`config.mk`:
```
export PLATFORM = sky130hd
export DESIGN_NAME = ppu_bus_arbiter_flat
export DESIGN_NICKNAME = d
export VERILOG_FILES = /design/src/rtl/ppu_bus_arbiter_if.sv /design/src/rtl/ppu_bus_arbiter.sv /design/src/flat_wrapper.sv
export SDC_FILE = /design/constraint.sdc
export NUM_CORES = 1
export LEC_CHECK = 0
export ABC_CLOCK_PERIOD_IN_PS = 4059
export CAP_MARGIN = 10
export CORE_MARGIN = 10
export CORE_UTILIZATION = 25
export DETAILED_ROUTE_END_ITERATION = 6
export GPL_TIMING_DRIVEN = 1
export HOLD_SLACK_MARGIN = 0.05
export SYNTH_ARGS = -nofsm -noshare
export SYNTH_HDL_FRONTEND = slang
export SYNTH_SLANG_ARGS = --single-unit
```
`constraint.sdc`:
```
create_clock -name clk -period 4.06 [get_ports clk]
set_input_delay 0.812 -clock clk [delete_from_list [all_inputs] [get_ports clk]]
set_output_delay 0.812 -clock clk [all_outputs]
set_load 0.02 [all_outputs]
```
`src/rtl/ppu_bus_arbiter_if.sv`:
```
// ppu_bus_arbiter_if
//   CPU-side bus between the system MMU and the PPU bus arbiter.
//   A_mmu  : CPU address
//   Di_mmu : CPU write data
//   Do_mmu : read data returned to the CPU (combinational in the arbiter)
//   wr_mmu : write strobe, one cycle per access
//   rd_mmu : read strobe, one cycle per access
//   master : the MMU/CPU side; slave : the arbiter
interface ppu_bus_arbiter_if;
  logic [15:0] A_mmu;
  logic [7:0]  Di_mmu;
  logic [7:0]  Do_mmu;
  logic        wr_mmu;
  logic        rd_mmu;

  modport master (output A_mmu, Di_mmu, wr_mmu, rd_mmu, input Do_mmu);
  modport slave  (input  A_mmu, Di_mmu, wr_mmu, rd_mmu, output Do_mmu);
endinterface

```
`src/rtl/ppu_bus_arbiter.sv`:
```
// ppu_bus_arbiter
//   Routes CPU accesses to VRAM, OAM and the PPU register window, applies the
//   PPU-mode access locks and runs the OAM DMA engine.
// Ports:
//   clk, rst            : clock, synchronous active-high reset
//   bus (slave)         : CPU address/data/strobes and read data
//   *_vram              : VRAM port, address relative to VRAM_BASE
//   *_oam               : OAM port, address relative to OAM_BASE; owned by
//                         the DMA engine while dma_active is high
//   ppu_regs            : register read-back, byte k is REG_BASE+k
//   reg_wr/idx/wdata    : register write strobe, index and data
//   lcd_on, ppu_mode    : inputs to the access locks
//   dma_A/dma_rd/dma_Di : DMA source bus, data valid the cycle after dma_rd
//   dma_active          : DMA in progress
module ppu_bus_arbiter #(
  parameter logic [15:0] VRAM_BASE = 16'h8000,
  parameter logic [15:0] VRAM_SIZE = 16'h2000,
  parameter logic [15:0] OAM_BASE  = 16'hFE00,
  parameter int unsigned OAM_SIZE  = 160,
  parameter logic [15:0] REG_BASE  = 16'hFF40,
  parameter int unsigned NUM_REGS  = 12,
  parameter int unsigned DMA_IDX   = 6,
  parameter bit          LOCK_EN   = 1'b1
) (
  input  logic                  clk,
  input  logic                  rst,
  ppu_bus_arbiter_if.slave      bus,
  output logic [15:0]           A_vram,
  output logic [7:0]            Do_vram,
  input  logic [7:0]            Di_vram,
  output logic                  wr_vram,
  output logic                  rd_vram,
  output logic [15:0]           A_oam,
  output logic [7:0]            Do_oam,
  input  logic [7:0]            Di_oam,
  output logic                  wr_oam,
  output logic                  rd_oam,
  input  logic [8*NUM_REGS-1:0] ppu_regs,
  output logic                  reg_wr,
  output logic [3:0]            reg_idx,
  output logic [7:0]            reg_wdata,
  input  logic                  lcd_on,
  input  logic [1:0]            ppu_mode,
  output logic [15:0]           dma_A,
  output logic                  dma_rd,
  input  logic [7:0]            dma_Di,
  output logic                  dma_active
);

  typedef enum logic [1:0] {S_IDLE, S_START, S_READ, S_WRITE} dma_state_e;

  // Window ends are computed one bit wider so a window touching 16'hFFFF
  // does not wrap.
  localparam logic [16:0] VRAM_END = {1'b0, VRAM_BASE} + {1'b0, VRAM_SIZE};
  localparam logic [16:0] OAM_END  = {1'b0, OAM_BASE} + 17'(OAM_SIZE);
  localparam logic [16:0] REG_END  = {1'b0, REG_BASE} + 17'(NUM_REGS);
  localparam logic [7:0]  LAST_IDX = 8'(OAM_SIZE - 1);

  dma_state_e  state_q;
  logic [7:0]  idx_q;
  logic [7:0]  dma_reg_q;     // DMA register; doubles as the source high byte
  logic        dma_active_q;
  logic        dma_rd_q;
  logic        dma_wr_q;

  logic [16:0] addr_x;
  logic        cs_vram, cs_oam, cs_reg;
  logic [15:0] vram_off, oam_off, reg_off;
  logic        vram_lock, oam_lock;
  logic        dma_reg_wr;
  logic [7:0]  reg_rdata;

  // ---------------------------------------------------------------- decode
  assign addr_x  = {1'b0, bus.A_mmu};
  assign cs_vram = (addr_x >= {1'b0, VRAM_BASE}) && (addr_x < VRAM_END);
  assign cs_oam  = (addr_x >= {1'b0, OAM_BASE})  && (addr_x < OAM_END);
  assign cs_reg  = (addr_x >= {1'b0, REG_BASE})  && (addr_x < REG_END);

  assign vram_off = bus.A_mmu - VRAM_BASE;
  assign oam_off  = bus.A_mmu - OAM_BASE;
  assign reg_off  = bus.A_mmu - REG_BASE;

  // Locks follow ppu_mode combinationally so a mode change applies at once.
  assign vram_lock = LOCK_EN && lcd_on && (ppu_mode == 2'd3);
  assign oam_lock  = dma_active_q || (LOCK_EN && lcd_on && (ppu_mode >= 2'd2));

  // --------------------------------------------------------------- VRAM port
  // Strobes are masked by rst so nothing reaches a memory while reset is held.
  assign A_vram  = vram_off;
  assign Do_vram = bus.Di_mmu;
  assign wr_vram = bus.wr_mmu && cs_vram && !vram_lock && !rst;
  assign rd_vram = bus.rd_mmu && cs_vram && !vram_lock && !rst;

  // ---------------------------------------------------------------- OAM port
  // The DMA engine owns the port for its whole run; the CPU path is already
  // shut off by oam_lock, so only the address/data mux needs dma_active_q.
  assign A_oam  = dma_active_q ? {8'h00, idx_q} : oam_off;
  assign Do_oam = dma_active_q ? dma_Di : bus.Di_mmu;
  assign wr_oam = dma_active_q ? (dma_wr_q && !rst)
                               : (bus.wr_mmu && cs_oam && !oam_lock && !rst);
  assign rd_oam = bus.rd_mmu && cs_oam && !oam_lock && !rst;

  // ------------------------------------------------------- register window
  assign reg_wr     = bus.wr_mmu && cs_reg && !rst;
  assign reg_idx    = reg_off[3:0];
  assign reg_wdata  = bus.Di_mmu;
  assign dma_reg_wr = reg_wr && (reg_off == 16'(DMA_IDX));

  always_comb begin
    // NOTE: every variable assigned in always_comb gets a default first;
    // a path that skips the assignment would otherwise infer a latch.
    reg_rdata = 8'h00;
    for (int unsigned k = 0; k < NUM_REGS; k++) begin
      if (reg_off == 16'(k)) reg_rdata = ppu_regs[8*k +: 8];
    end
    if (reg_off == 16'(DMA_IDX)) reg_rdata = dma_reg_q;
  end

  // -------------------------------------------------------------- read path
  always_comb begin
    bus.Do_mmu = 8'h00;
    if (cs_vram)     bus.Do_mmu = vram_lock ? 8'hFF : Di_vram;
    else if (cs_oam) bus.Do_mmu = oam_lock  ? 8'hFF : Di_oam;
    else if (cs_reg) bus.Do_mmu = reg_rdata;
  end

  // ---------------------------------------------------------------- DMA FSM
  assign dma_A      = {dma_reg_q, 8'h00} + {8'h00, idx_q};
  assign dma_rd     = dma_rd_q && !rst;
  assign dma_active = dma_active_q;

  always_ff @(posedge clk) begin
    // NOTE: sequential state uses non-blocking assignments only, so every
    // register samples the values from before this edge.
    if (rst) begin
      state_q      <= S_IDLE;
      idx_q        <= 8'h00;
      dma_reg_q    <= 8'h00;
      dma_active_q <= 1'b0;
      dma_rd_q     <= 1'b0;
      dma_wr_q     <= 1'b0;
    end else if (dma_reg_wr) begin
      // A write to the DMA register (re)starts the transfer from any state;
      // an OAM write in progress this cycle still completes.
      state_q      <= S_START;
      idx_q        <= 8'h00;
      dma_reg_q    <= bus.Di_mmu;
      dma_active_q <= 1'b1;
      dma_rd_q     <= 1'b0;
      dma_wr_q     <= 1'b0;
    end else begin
      case (state_q)
        S_IDLE: begin
          dma_active_q <= 1'b0;
          dma_rd_q     <= 1'b0;
          dma_wr_q     <= 1'b0;
        end
        S_START: begin
          state_q  <= S_READ;
          dma_rd_q <= 1'b1;
        end
        S_READ: begin
          state_q  <= S_WRITE;
          dma_rd_q <= 1'b0;
          dma_wr_q <= 1'b1;
        end
        S_WRITE: begin
          dma_wr_q <= 1'b0;
          idx_q    <= idx_q + 8'd1;
          if (idx_q < LAST_IDX) begin
            state_q  <= S_READ;
            dma_rd_q <= 1'b1;
          end else begin
            state_q      <= S_IDLE;
            dma_active_q <= 1'b0;
          end
        end
      endcase
    end
  end

endmodule

```
`src/flat_wrapper.sv`:
```
// flat-port wrapper written by rule: the top's interface ports become plain ports
module ppu_bus_arbiter_flat 
#(
  parameter logic [15:0] VRAM_BASE = 16'h8000,
  parameter logic [15:0] VRAM_SIZE = 16'h2000,
  parameter logic [15:0] OAM_BASE  = 16'hFE00,
  parameter int unsigned OAM_SIZE  = 160,
  parameter logic [15:0] REG_BASE  = 16'hFF40,
  parameter int unsigned NUM_REGS  = 12,
  parameter int unsigned DMA_IDX   = 6,
  parameter bit          LOCK_EN   = 1'b1
)
  (clk, rst, A_vram, Do_vram, Di_vram, wr_vram, rd_vram, A_oam, Do_oam, Di_oam, wr_oam, rd_oam, ppu_regs, reg_wr, reg_idx, reg_wdata, lcd_on, ppu_mode, dma_A, dma_rd, dma_Di, dma_active, bus_A_mmu, bus_Di_mmu, bus_wr_mmu, bus_rd_mmu, bus_Do_mmu);
  ppu_bus_arbiter_if bus_i ();
  input  logic clk;
  input  logic rst;
  output logic [15:0] A_vram;
  output logic [7:0] Do_vram;
  input  logic [7:0] Di_vram;
  output logic wr_vram;
  output logic rd_vram;
  output logic [15:0] A_oam;
  output logic [7:0] Do_oam;
  input  logic [7:0] Di_oam;
  output logic wr_oam;
  output logic rd_oam;
  input  logic [8*NUM_REGS-1:0] ppu_regs;
  output logic reg_wr;
  output logic [3:0] reg_idx;
  output logic [7:0] reg_wdata;
  input  logic lcd_on;
  input  logic [1:0] ppu_mode;
  output logic [15:0] dma_A;
  output logic dma_rd;
  input  logic [7:0] dma_Di;
  output logic dma_active;
  input wire logic [$bits(bus_i.A_mmu)-1:0] bus_A_mmu;
  input wire logic [$bits(bus_i.Di_mmu)-1:0] bus_Di_mmu;
  input wire logic [$bits(bus_i.wr_mmu)-1:0] bus_wr_mmu;
  input wire logic [$bits(bus_i.rd_mmu)-1:0] bus_rd_mmu;
  output wire logic [$bits(bus_i.Do_mmu)-1:0] bus_Do_mmu;
  assign bus_i.A_mmu = bus_A_mmu;
  assign bus_i.Di_mmu = bus_Di_mmu;
  assign bus_i.wr_mmu = bus_wr_mmu;
  assign bus_i.rd_mmu = bus_rd_mmu;
  assign bus_Do_mmu = bus_i.Do_mmu;
  ppu_bus_arbiter #(.VRAM_BASE(VRAM_BASE), .VRAM_SIZE(VRAM_SIZE), .OAM_BASE(OAM_BASE), .OAM_SIZE(OAM_SIZE), .REG_BASE(REG_BASE), .NUM_REGS(NUM_REGS), .DMA_IDX(DMA_IDX), .LOCK_EN(LOCK_EN)) u_core (.clk(clk), .rst(rst), .bus(bus_i), .A_vram(A_vram), .Do_vram(Do_vram), .Di_vram(Di_vram), .wr_vram(wr_vram), .rd_vram(rd_vram), .A_oam(A_oam), .Do_oam(Do_oam), .Di_oam(Di_oam), .wr_oam(wr_oam), .rd_oam(rd_oam), .ppu_regs(ppu_regs), .reg_wr(reg_wr), .reg_idx(reg_idx), .reg_wdata(reg_wdata), .lcd_on(lcd_on), .ppu_mode(ppu_mode), .dma_A(dma_A), .dma_rd(dma_rd), .dma_Di(dma_Di), .dma_active(dma_active));
endmodule
```
; ---- Word level (Yosys, flattened, before mapping)
; Cells that the tools add are included.
; W data, S select, Z words.
[word_totals]
ff_bits = 21
inputBits = 151
out_inout_bits = 91
[op_classes]
n_addsub = 5
order_cmp = 8
n_eq_ne = 17
muxes = 29
n_reduce_logical = 36
[op_table]
columns = operator, n
row1 = $mux W8, 18
row2 = $eq A16 B3 Y1 const B, 4
row3 = $eq A16 B4 Y1 const B, 4
row4 = $ge A16 B16 Y1 const B, 3
row5 = $lt A16 B16 Y1 const B, 3
row6 = $sub A16 B16 Y16 const B, 3
row7 = $eq A16 B2 Y1 const B, 2
row8 = $logic_and A1 B1 Y1, 22
row9 = $add A16 B8 Y16, 1
row10 = $eq A16 B1 Y1 const B, 1
row11 = $logic_not A16 Y1, 1
row12 = $mux W16, 1
row13 = $add A8 B1 Y8 const B, 1
row14 = $lt A8 B8 Y1 const B, 1
row15 = $eq A2 B2 Y1 const B, 3
row16 = $pmux W2 S3, 1
row17 = $reduce_bool A3 Y1, 2
row18 = $reduce_or A2 Y1, 3
row19 = $mux W1, 5
row20 = $pmux W1 S2, 2
row21 = $reduce_bool A4 Y1, 1
row22 = $logic_not A1 Y1, 3
row23 = $ne A3 B2 Y1 const B, 1
row24 = $pmux W1 S3, 1
row25 = 8 further kinds, 8

; ---- Longest topological paths before layout
; Gate-level depths: netlist of run 1.
[depth]
word_depth = 17
mapped_depth = 9

; ---- Worst setup path before layout of run 1
; OpenSTA, ideal clock, no wires.
[synth_timing]
kind = input port to output port
startpoint = input port bus_A_mmu[7]
endpoint = output port bus_Do_mmu[1]
t_arrival_ns = 2.951
setup_slack_ns = 0.297
cell_stages = 8
path_cell_list = buf_6 > or4b_1 > buf_2 > or4_1 > buf_2 > nor4_1 > o211ai_1 > a21oi_1
[synth_between]
elab_chain_len = 17
elab_cells_between_ends = 37
cone_classes = add/sub (1) / order compare (6) / eq/ne (11) / mux (15) / reduce/logical (4)
[synth_lines]
columns = item, line
row1 = "start, declared", flat_wrapper.sv:37  ; input wire logic [$bits(bus_i.A_mmu)-1:0] bus_A_mmu;
row2 = $sub A16 B16 Y16, ppu_bus_arbiter.sv:81  ; assign reg_off = bus.A_mmu - REG_BASE;
row3 = $logic_not A16 Y1, ppu_bus_arbiter.sv:114  ; if (reg_off == 16'(k)) reg_rdata = ppu_regs[8*k +: 8];
row4 = $mux W8 (11 in a row), ppu_bus_arbiter.sv:114
row5 = $mux W8, ppu_bus_arbiter.sv:116  ; if (reg_off == 16'(DMA_IDX)) reg_rdata = dma_reg_q;
row6 = $mux W8, ppu_bus_arbiter.sv:124  ; else if (cs_reg) bus.Do_mmu = reg_rdata;
row7 = $mux W8, ppu_bus_arbiter.sv:123  ; else if (cs_oam) bus.Do_mmu = oam_lock ? 8'hFF : Di_oam;
row8 = $mux W8 (*), ppu_bus_arbiter.sv:122  ; if (cs_vram) bus.Do_mmu = vram_lock ? 8'hFF : Di_vram;
row9 = "end, declared", flat_wrapper.sv:41  ; output wire logic [$bits(bus_i.Do_mmu)-1:0] bus_Do_mmu;
; Mark *: on every way between the ends. The rest lies on a longest branch, timed or not.

; ---- Final worst setup path of run 1
[layout_timing]
startpoint = input port bus_A_mmu[12]
endpoint = output port bus_Do_mmu[5]
; Same word-level chain as after synthesis.

==> qor.yml, run 1 <==
floorplanning:
  ios: 242
  coreArea_mm2: 0.0120
  num_rows: 40
  initial_core_util_pct: 25.5
  die-height_um: 131
  die_w_um: 131
  die_area_mm2: 0.0171
cts:
  clk_latency_ns: 0.25
  cts_num_sinks: 21
  max-clock-path-buffers: 2
  clk_pin_slew_worst_paths_ns: 0.06
  cts_buffers: 3
  cts_tree: "yes"
  root_buffer: "clkbuf_16"
  h-tree-depth: 1
yosys:
  synth_compound_area_share_pct: 26.9
  synth_top_area_share_pct: 13.7
  synth-edff-count: 0
  muxShareOfSynthArea_pct: 14.8
  syn_inst: 427
  post-synth-top-area-cell: "dfxtp_1"
  synth-xor-area-share_pct: 3.15
  syn_area_per_cell_um2: 7.17
  ys_async_sr_fraction_pct: 0
  syn-num-nets: 586
  synthTopCellsByCount: "nor2_1 (53), buf_4 (35), o21ai_0 (28)"
  ys_seq_area_share_pct: 13.7
  synth_top_family_by_area: "compound AO/OA/AOI/OAI gates"
  yosysWarnings: 0
  synth_most_common_cell: "nor2_1"
  yosysUniqueCellTypes: 62
  synth_area_mm2: 0.00306
  synth-main-ff-cell: "dfxtp_1"
  synth_fa_ha_area_share_pct: 3.27
  synth_area_leaders: "dfxtp_1 (14%), buf_4 (8.6%), mux2_2 (7.7%)"
  synth-seq-cells: 21
  synth-simple-area-share_pct: 24.3
detailed_routing:
  drc_errors: 0
  drt-pass1-iter-count: 4
  drt_iter0_markers: 164
  drt-wirelength-per-cell_um: 20.0
  postRouteAntennaNets: 0
  vias_per_cell: 5.02
  via_count: 4219
  drt_wl_total_um: 16800
placed_design:
  portBuffers: 233
  dp_slack_ns: -0.653
  gp_congestion: 0.899
  dp_hpwl_um: 14400
global_route:
  met2_usage_pct: 31.7
  met1_usage_pct: 21.4
  grt_pass1_vias: 4317
  grt.busiest_layer: "met2"
  grt_use_met3_pct: 5.28
  grt_max_degree: 30
  antenna_found_initial: 1
  grtUsageTotal_pct: 17.9
  grt_pass1_wl_um: 24400
  grt_overflow: 0
worst_setup_path:
  r2r-end: "u_core.state_q[1]"
  cp-end-kind: "output port"
  crit_type: "input pin to output port"
  rr_worst_depth: 6
  r2r_setup_slack_ns: 2.54
  cp-start-kind: "input pin"
  r2r-start: "u_core.idx_q[2]"
  crit_required_ns: 3.25
  path_max_fanout: 6
  cp.arrival_ns: 3.12
min_path:
  holdCritPathClass: "flop to flop"
  min_to: "u_core.dma_rd_q"
  hp-start: "u_core.dma_rd_q"
  whs_path_depth: 2
layout:
  area_growth_syn_to_layout_pct: 102
  layout.nets: 853
  n_fill_cell: 1182
  seqCellArea_um2: 420
  multiInputGateArea_mm2: 0.00244
  drive_gt1_share_pct: 25.0
  fin_util_pct: 51.6
timing:
  period_share_pct: 96.9
  timing.final.ws_setup_ns: 0.127
  setup_violations: 0
  holdWs_ns: 0.487
  hold_violations: 0
  slew-limit-headroom_pct: 74.5
  clock.fmax_mhz: 254
  worstMarginPinSlew_ns: 0.383
  finalClockSkew_ns: 0.00127
  min_period_ns: 3.93
  slew_violations: 0
status:
  status: "finished clean"
power_and_ir_drop:
  peakVddDrop_mv: 0.190
  p_total_w: 0.000916
  power.density_mw_per_mm2: 148
  p_leak_nw: 2.53
job:
  cap_viol_max_count: 0
[through the flow]
step / setup TNS [ns] / cell area, µm² / std cells
5_1_grt: -0.0517 / 6190 / 841
3_3_place_gp: -5.10 / 5810 / 825
2_1_floorplan: 0 / 3060 / 427
3_5_place_dp: -5.73 / 5810 / 825
4_1_cts: 0 / 6020 / 833
6_report: 0 / 6190 / 841
[worst max path at each step]
stage | slack, ns | cells past startpoint | startpoint | endpoint
3_5_place_dp | -0.65 | 11 | bus_A_mmu[10] | bus_Do_mmu[1]
6_report | 0.13 | 14 | bus_A_mmu[12] | bus_Do_mmu[5]
3_3_place_gp | -0.61 | 10 | bus_A_mmu[7] | bus_Do_mmu[0]
5_1_grt | -0.05 | 12 | bus_A_mmu[5] | bus_Do_mmu[6]
4_1_cts | 0.003 | 12 | bus_A_mmu[9] | bus_Do_mmu[6]
2_1_floorplan | 0.30 | 8 | bus_A_mmu[7] | bus_Do_mmu[1]
[cell type report]
cell class / instances / share of cell area (%)
Inverter: 5 / 0.303
Tap cell: 147 / 2.97
Clock inverter: 1 / 0.0808
Timing Repair Buffer: 329 / 49.2
Multi-Input combinational cell: 334 / 39.4
Clock buffer: 3 / 1.21
Antenna cell: 1 / 0.0404
Sequential cell: 21 / 6.79
[state kept, by name, indices dropped and copies added (netlist names)]
signal             flops
u_core.dma_active      1
u_core.dma_rd_q        1
u_core.state_q         2
u_core.idx_q           8
u_core.dma_reg_q       8
u_core.dma_wr_q        1
[cell usage in the layout, fill, tap and decap left out, drive strengths merged, types with 4 or more instances in the layout]
cell type,synthesis,routed
clkdlybuf4s50,0,207
buf,45,104
nor2,53,53
o21ai,29,29
nand2,24,24
a21oi,22,22
mux2,21,21
dfxtp,21,21
mux2i,17,17
nand3,14,14
o22ai,12,12
nor2b,11,11
nor3,10,10
xor2,8,8
dlymetal6s2s,0,8
ha,8,8
clkbuf,22,7
a31oi,6,6
or3,5,5
inv,5,5
o211ai,5,5
nand4,5,5
and3,5,5
a21o,5,5
a22oi,5,5
o21a,5,5
nor4,5,5
a32oi,4,4
o2bb2ai,4,4
clkdlybuf4s15,0,4
and2,4,4
[worst max-delay path, stage by stage]
cell           delay [ns]
dlygate4sd2_1        0.28
nand2_2              0.11
buf_4                0.16
o31a_1               0.34
a31oi_4              0.18
buf_4                0.15
nor3_1               0.05
buf_4                0.18
buf_4                0.14
buf_4                0.12
a32o_1               0.19
a31oi_1              0.16
a21oi_1              0.08
buf_4                0.16
[layer usage]
layer	part of all wire (%)	vias to the layer above
met1	41	1980
met3	9.0	6
met5	0	-
li1	-	2077
met2	49	156
met4	0.51	0
[cells by family (layout without fill, tap and decap cells)]
| family | after synthesis | in the layout |
|---|---|---|
| xor gates and xnor gates | 11 | 11 |
| and+or+nand+nor | 151 | 151 |
| adders and majority gates | 8 | 8 |
| other | 0 | 1 |
| DFF | 21 | 21 |
| buffers and inverters | 72 | 338 |
| AOI/OAI and AO/OA | 124 | 124 |
| muxes | 40 | 40 |
[repair_timing]
action	CTS	global route
cloned	1	0
buffers inserted	3	7
resized for setup	66	40
hold buffers	0	0
pin swaps	14	10
endpoints found under the setup margin	10	12
[report_power, final]
group | internal (W) | switching [W] | total [W]
Sequential | 0.000214 | 0.00000577 | 0.000220
Clock | 0.000132 | 0.0000728 | 0.000205
Combinational | 0.000279 | 0.000213 | 0.000491
Power figures use the tool's default switching activity.
==> run 2: changes to the inputs <==
CORE_ASPECT_RATIO = 1.75   (was default)
==> qor.yml, run 2 (synthesis results as in run 1) <==
status:
  status: "finished clean"  # unchanged
layout:
  num_antenna_cells: 0  # was 1
  mostFrequentLayoutCell: "clkdlybuf4s50_1"  # unchanged
  drive_gt1_share_pct: 23.7  # was 25.0%
  final_cell_mix: "clkdlybuf4s50_1 (213), buf_4 (87), nor2_1 (52)"  # was clkdlybuf4s50_1 (207), buf_4 (93), nor2_1 (50)
  area_growth_syn_to_layout_pct: 103  # was 102%
  layout.nets: 847  # was 853
  top_regs: "u_core.dma_reg_q x8, u_core.idx_q x8, u_core.state_q x2"  # unchanged
cts:
  root_buffer: "clkbuf_16"  # unchanged
  clk_pin_slew_worst_paths_ns: 0.06  # about the same
  max-clock-path-buffers: 2  # unchanged
  cts-hold-fix-buffers: 0  # unchanged
  h-tree-depth: 1  # unchanged
  cts_buffers: 3  # unchanged
  cts_tree: "yes"  # unchanged
  clk_latency_ns: 0.26  # was 0.25 ns
  cts_num_sinks: 21  # unchanged
placed_design:
  portBuffers: 233  # unchanged
  gp_congestion: 0.865  # was 0.899
  dp_slack_ns: -0.733  # was -0.653 ns
  dp_hpwl_um: 14500  # was 14,400 µm
detailed_routing:
  via_count: 4240  # was 4,219
  postRouteAntennaNets: 0  # unchanged
  drt_wl_total_um: 17100  # was 16,800 µm
  drt-wirelength-per-cell_um: 20.1  # was 20.0 µm
  drt_iter0_markers: 107  # was 164
  vias_per_cell: 4.98  # was 5.02
  drt-pass1-iter-count: 5  # was 4
  drc_errors: 0  # unchanged
worst_setup_path:
  cp.depth: 12  # was 14
  crit_buf_inv: 5  # was 7
  max_stage_delay_ns: 0.49  # was 0.34 ns
  critPathSlowestCell: "clkdlybuf4s50_1"  # was o31a_1
  cp-end-kind: "output port"  # unchanged
  r2r_setup_slack_ns: 2.53  # was 2.54 ns
  path_max_fanout: 4  # was 6
  crit_type: "input pin to output port"  # unchanged
  worstSetupStartpoint: "bus_A_mmu[13]"  # was bus_A_mmu[12]
  cp_common_cell: "buf_4"  # unchanged
  crit_required_ns: 3.25  # about the same
  cp-start-kind: "input pin"  # unchanged
  cpLargestDelayFamily: "buffers and inverters"  # unchanged
  r2r-start: "u_core.state_q[0]"  # was u_core.idx_q[2]
  cp.arrival_ns: 3.16  # was 3.12 ns
  r2r-end: "u_core.idx_q[7]"  # was u_core.state_q[1]
  crit_chain: "clkdlybuf4s50_1 > nand2_2 > buf_4 > o31a_1 > a31oi_4 > nor3_2 > buf_4 > buf_4 > a32o_1 > a31oi_1 > a21oi_1 > buf_4"  # was dlygate4sd2_1 > nand2_2 > buf_4 > o31a_1 > a31oi_4 > buf_4 > nor3_1 > buf_4 > buf_4 > buf_4 > a32o_1 > a31oi_1 > a21oi_1 > buf_4
  cp-endpoint: "bus_Do_mmu[5]"  # unchanged
  rr_worst_depth: 5  # was 6
global_route:
  grt_pass1_vias: 4524  # was 4,317
  antenna_found_initial: 0  # was 1
  grt_pass1_wl_um: 26000  # was 24,400 µm
  grt_max_degree: 32  # was 30
  grt_overflow: 0  # unchanged
  grtUsageTotal_pct: 18.8  # was 17.9%
timing:
  finalClockSkew_ns: 0.00181  # was 0.00127 ns
  clock.fmax_mhz: 252  # was 254 MHz
  worstMarginPinSlew_ns: 0.502  # was 0.383 ns
  setup_violations: 0  # unchanged
  slew-limit-headroom_pct: 66.3  # was 74.5%
  min_period_ns: 3.97  # was 3.93 ns
  timing.final.ws_setup_ns: 0.0896  # was 0.127 ns
  rsz0062_at_grt: "true"
  slew_violations: 0  # unchanged
  hold_violations: 0  # unchanged
  holdWs_ns: 0.498  # was 0.487 ns
  period_share_pct: 97.8  # was 96.9%
floorplanning:
  initial_core_util_pct: 25.5  # about the same
  coreArea_mm2: 0.0120  # about the same
  die_area_mm2: 0.0172  # was 0.0171 mm²
  die_w_um: 104  # was 131 µm
  ios: 242  # unchanged
  die-height_um: 166  # was 131 µm
  num_rows: 53  # was 40
power_and_ir_drop:
  power.density_mw_per_mm2: 150  # was 148 mW/mm²
  peakVddDrop_mv: 0.177  # was 0.190 mV
  p_leak_nw: 2.46  # was 2.53 nW
min_path:
  whs_path_depth: 2  # unchanged
  hp-start: "u_core.dma_rd_q"  # unchanged
  holdCritPathClass: "flop to flop"  # unchanged
job:
  cap_viol_max_count: 0  # unchanged
[run 2: changes by cell type in the layout (fill, tap and decap cells not counted), sizes merged]
cell	delta
buf	-6
clkbuf	-1
clkdlybuf4s15	-2
clkdlybuf4s50	+6
diode	-1
clkinvlp	+1
clkinv	-1
dlymetal6s2s	-3
[run 2: what timing repair did]
action | CTS | global route
resized for setup | 73 | 46
endpoints found under the setup margin | 11 | 10
pin swaps | 13 | 17
buffers inserted | 2 | 2
cloned | 1 | 0
[run 2: power breakdown]
group,internal [W],switching (W)
sequential,0.000214,0.00000674
combinational,0.000284,0.000214
clock,0.000134,0.0000831
total,0.000631,0.000303
[run 2: area by class of cell]
| cell class | instances | area (µm²) |
|---|---|---|
| fillers | 1182 | 5790 |
| repair buffers | 323 | 3040 |
| multi-input cells | 334 | 2450 |
| flip-flops and latches | 21 | 420 |
| well taps | 165 | 206 |
| clock buffers | 3 | 75.1 |
| inverters | 5 | 18.8 |
| clock inverters | 1 | 7.51 |
[run 2: worst min-delay path by stage]
stage                      end  slack (ns)
2_1_floorplan  u_core.dma_rd_q        0.46
3_3_place_gp   u_core.dma_rd_q        0.48
3_5_place_dp   u_core.dma_rd_q        0.48
4_1_cts        u_core.dma_rd_q        0.50
5_1_grt        u_core.dma_rd_q        0.51
6_report       u_core.dma_rd_q        0.50
[run 2: worst reg2reg max path: stages, from the launching register on]
cell and delay, ns:
dfxtp_1 0.39, ha_1 0.41, and3_1 0.27, nand4_1 0.13, xor2_1 0.15, nor2_1 0.05
[run 2: routing by layer]
metal	vias to the layer above	GRT usage [%]	share of wire (%)
met1	1992	20.2	38
met3	27	3.65	5.2
met4	0	7.09	3.1
li1	2066	-	-
met5	-	0	0
met2	155	34.8	53
[run 2: per-stage QoR]
| step | utilization, % | power (W) | TNS, ns | cell area (µm²) | std cells |
|---|---|---|---|---|---|
| finish | 51.8 | 0.000935 | 0 | 6220 | 852 |
| global route | 51.8 | 0.000984 | -0.0101 | 6220 | 852 |
| CTS | 50.7 | 0.000936 | -0.0645 | 6090 | 850 |
| detailed placement | 48.8 | 0.000706 | -6.56 | 5860 | 843 |
| global placement | 48.8 | 0.000703 | -6.44 | 5860 | 843 |
| floorplan | - | 0.000424 | 0 | 3060 | 427 |
==> run 3: changes to the inputs <==
MAX_ROUTING_LAYER = met4   (was default)
==> qor.yml, run 3 (synthesis results as in run 1) <==
status:
  status: "finished clean"  # unchanged
global_route:
  antenna_found_initial: 0  # unchanged
  grtUsageTotal_pct: 19.3  # was 18.8%
  grt_overflow: 0  # unchanged
  grt_max_degree: 32  # unchanged
  grt_pass1_wl_um: 26000  # about the same
  grt_pass1_vias: 4538  # was 4,524
worst_setup_path:
  crit_type: "input pin to output port"  # unchanged
  path_max_fanout: 4  # unchanged
  cp.arrival_ns: 3.16  # about the same
  r2r-start: "u_core.state_q[0]"  # unchanged
  crit_required_ns: 3.25  # about the same
  cp-start-kind: "input pin"  # unchanged
  cp-end-kind: "output port"  # unchanged
  worstSetupStartpoint: "bus_A_mmu[13]"  # unchanged
timing:
  rsz0062_at_grt: "true"  # unchanged
  slew_violations: 0  # unchanged
  hold_violations: 0  # unchanged
  setup_violations: 0  # unchanged
  worstMarginPinSlew_ns: 0.497  # was 0.502 ns
  min_period_ns: 3.97  # about the same
  period_share_pct: 97.8  # about the same
  holdWs_ns: 0.495  # was 0.498 ns
  finalClockSkew_ns: 0.00288  # was 0.00181 ns
  tns_ns: 0  # unchanged
  clock.fmax_mhz: 252  # about the same
  timing.final.ws_setup_ns: 0.0892  # was 0.0896 ns
  slew-limit-headroom_pct: 66.6  # was 66.3%
placed_design:
  dp_slack_ns: -0.733  # unchanged
  gp_congestion: 0.879  # was 0.865
  dp_hpwl_um: 14500  # unchanged
  dpl-instance-area_mm2: 0.00586  # unchanged
  portBuffers: 233  # unchanged
detailed_routing:
  met2_length_um: 9080  # was 9130 µm
  wl_met3_um: 828  # was 900 µm
  drt-pass1-iter-count: 5  # unchanged
  drt_wl_total_um: 17100  # about the same
  drt_iter0_markers: 96  # was 107
  via_count: 4243  # was 4,240
  top_layer: "met4"  # unchanged
  wl_met1_um: 6640  # was 6580 µm
  postRouteAntennaNets: 0  # unchanged
  vias_per_cell: 4.98  # about the same
  drc_errors: 0  # unchanged
  drt-wirelength-per-cell_um: 20.1  # about the same
job:
  cap_viol_max_count: 0  # unchanged
layout:
  seqCellArea_um2: 420  # unchanged
  n_fill_cell: 1182  # unchanged
  fin_area_mm2: 0.00622  # unchanged
  multiInputGateArea_mm2: 0.00245  # unchanged
  area_growth_syn_to_layout_pct: 103  # unchanged
  mostFrequentLayoutCell: "clkdlybuf4s50_1"  # unchanged
  top_regs: "u_core.dma_reg_q x8, u_core.idx_q x8, u_core.state_q x2"  # unchanged
  layout.nets: 847  # unchanged
  num_antenna_cells: 0  # unchanged
  final_cell_mix: "clkdlybuf4s50_1 (213), buf_4 (87), nor2_1 (52)"  # unchanged
  drive_gt1_share_pct: 23.7  # unchanged
min_path:
  hp-start: "u_core.dma_rd_q"  # unchanged
  holdCritPathClass: "flop to flop"  # unchanged
cts:
  cts_tree: "yes"  # unchanged
  root_buffer: "clkbuf_16"  # unchanged
  clk_latency_ns: 0.27  # was 0.26 ns
  h-tree-depth: 1  # unchanged
  cts_num_sinks: 21  # unchanged
  clk_pin_slew_worst_paths_ns: 0.06  # about the same
  cts_buffers: 3  # unchanged
  max-clock-path-buffers: 2  # unchanged
  cts-hold-fix-buffers: 0  # unchanged
floorplanning:
  die_area_mm2: 0.0172  # unchanged
  die-height_um: 166  # unchanged
  coreArea_mm2: 0.0120  # unchanged
  num_rows: 53  # unchanged
  ios: 242  # unchanged
  die_w_um: 104  # unchanged
  initial_core_util_pct: 25.5  # unchanged
power_and_ir_drop:
  p_leak_nw: 2.46  # unchanged
  p_total_w: 0.000935  # about the same
  peakVddDrop_mv: 0.176  # was 0.177 mV
  power.density_mw_per_mm2: 150  # about the same
==> run 3: cell counts in the layout (fill, tap and decap cells not counted) <==
Identical to the previous run, type by type.
==> run 3: worst max-delay path, cell delays in order <==
cell and delay (ns):
clkdlybuf4s50_1 0.49, nand2_2 0.08, buf_4 0.16, o31a_1 0.35, a31oi_4 0.25, nor3_2 0.10, buf_4 0.17, buf_4 0.13
a32o_1 0.19, a31oi_1 0.16, a21oi_1 0.09, buf_4 0.16
==> run 3: layout make-up <==
cell class | count | share of cell area, %
clock buffers | 3 | 1.21
flip-flops and latches | 21 | 6.76
repair buffers | 323 | 48.9
well taps | 165 | 3.32
multi-input cells | 334 | 39.4
clock inverters | 1 | 0.121
inverters | 5 | 0.302
==> run 3: timing repair <==
| action | in CTS | in global routing |
|---|---|---|
| gates resized for setup | 73 | 46 |
| gates cloned | 1 | 0 |
| pin swaps | 13 | 17 |
| setup endpoints to repair | 11 | 10 |
| setup buffers | 2 | 2 |
==> run 3: worst paths after layout <==
| path | end | slack [ns] | depth (start not counted) |
|---|---|---|---|
| hold reg to reg | u_core.dma_rd_q | 0.50 | 2 |
| setup reg to reg | u_core.idx_q[7] | 2.53 | 5 |
| setup / recovery | bus_Do_mmu[5] | 0.09 | 12 |
| hold / removal | u_core.dma_rd_q | 0.50 | 2 |
==> run 3: layer usage <==
| metal | vias to the layer above | global-route usage (%) |
|---|---|---|
| met5 | - | - |
| met4 | 0 | 7.09 |
| met3 | 28 | 2.99 |
| met2 | 161 | 34.9 |
| met1 | 1986 | 20.5 |
| li1 | 2068 | - |
==> run 3: metrics by stage <==
step / instances / utilization, %
finish: 852 / 51.8
CTS: 850 / 50.7
detailed placement: 843 / 48.8
global placement: 843 / 48.8
global route: 852 / 51.8
floorplan: 427 / -
==> run 3: report_power, final <==
part / switching [W] / leakage [nW] / internal, W / total (W)
combinational: 0.000214 / 2.25 / 0.000284 / 0.000498
clock: 0.0000835 / 0.0371 / 0.000134 / 0.000217
sequential: 0.00000676 / 0.170 / 0.000214 / 0.000221
total: 0.000304 / 2.46 / 0.000631 / 0.000935
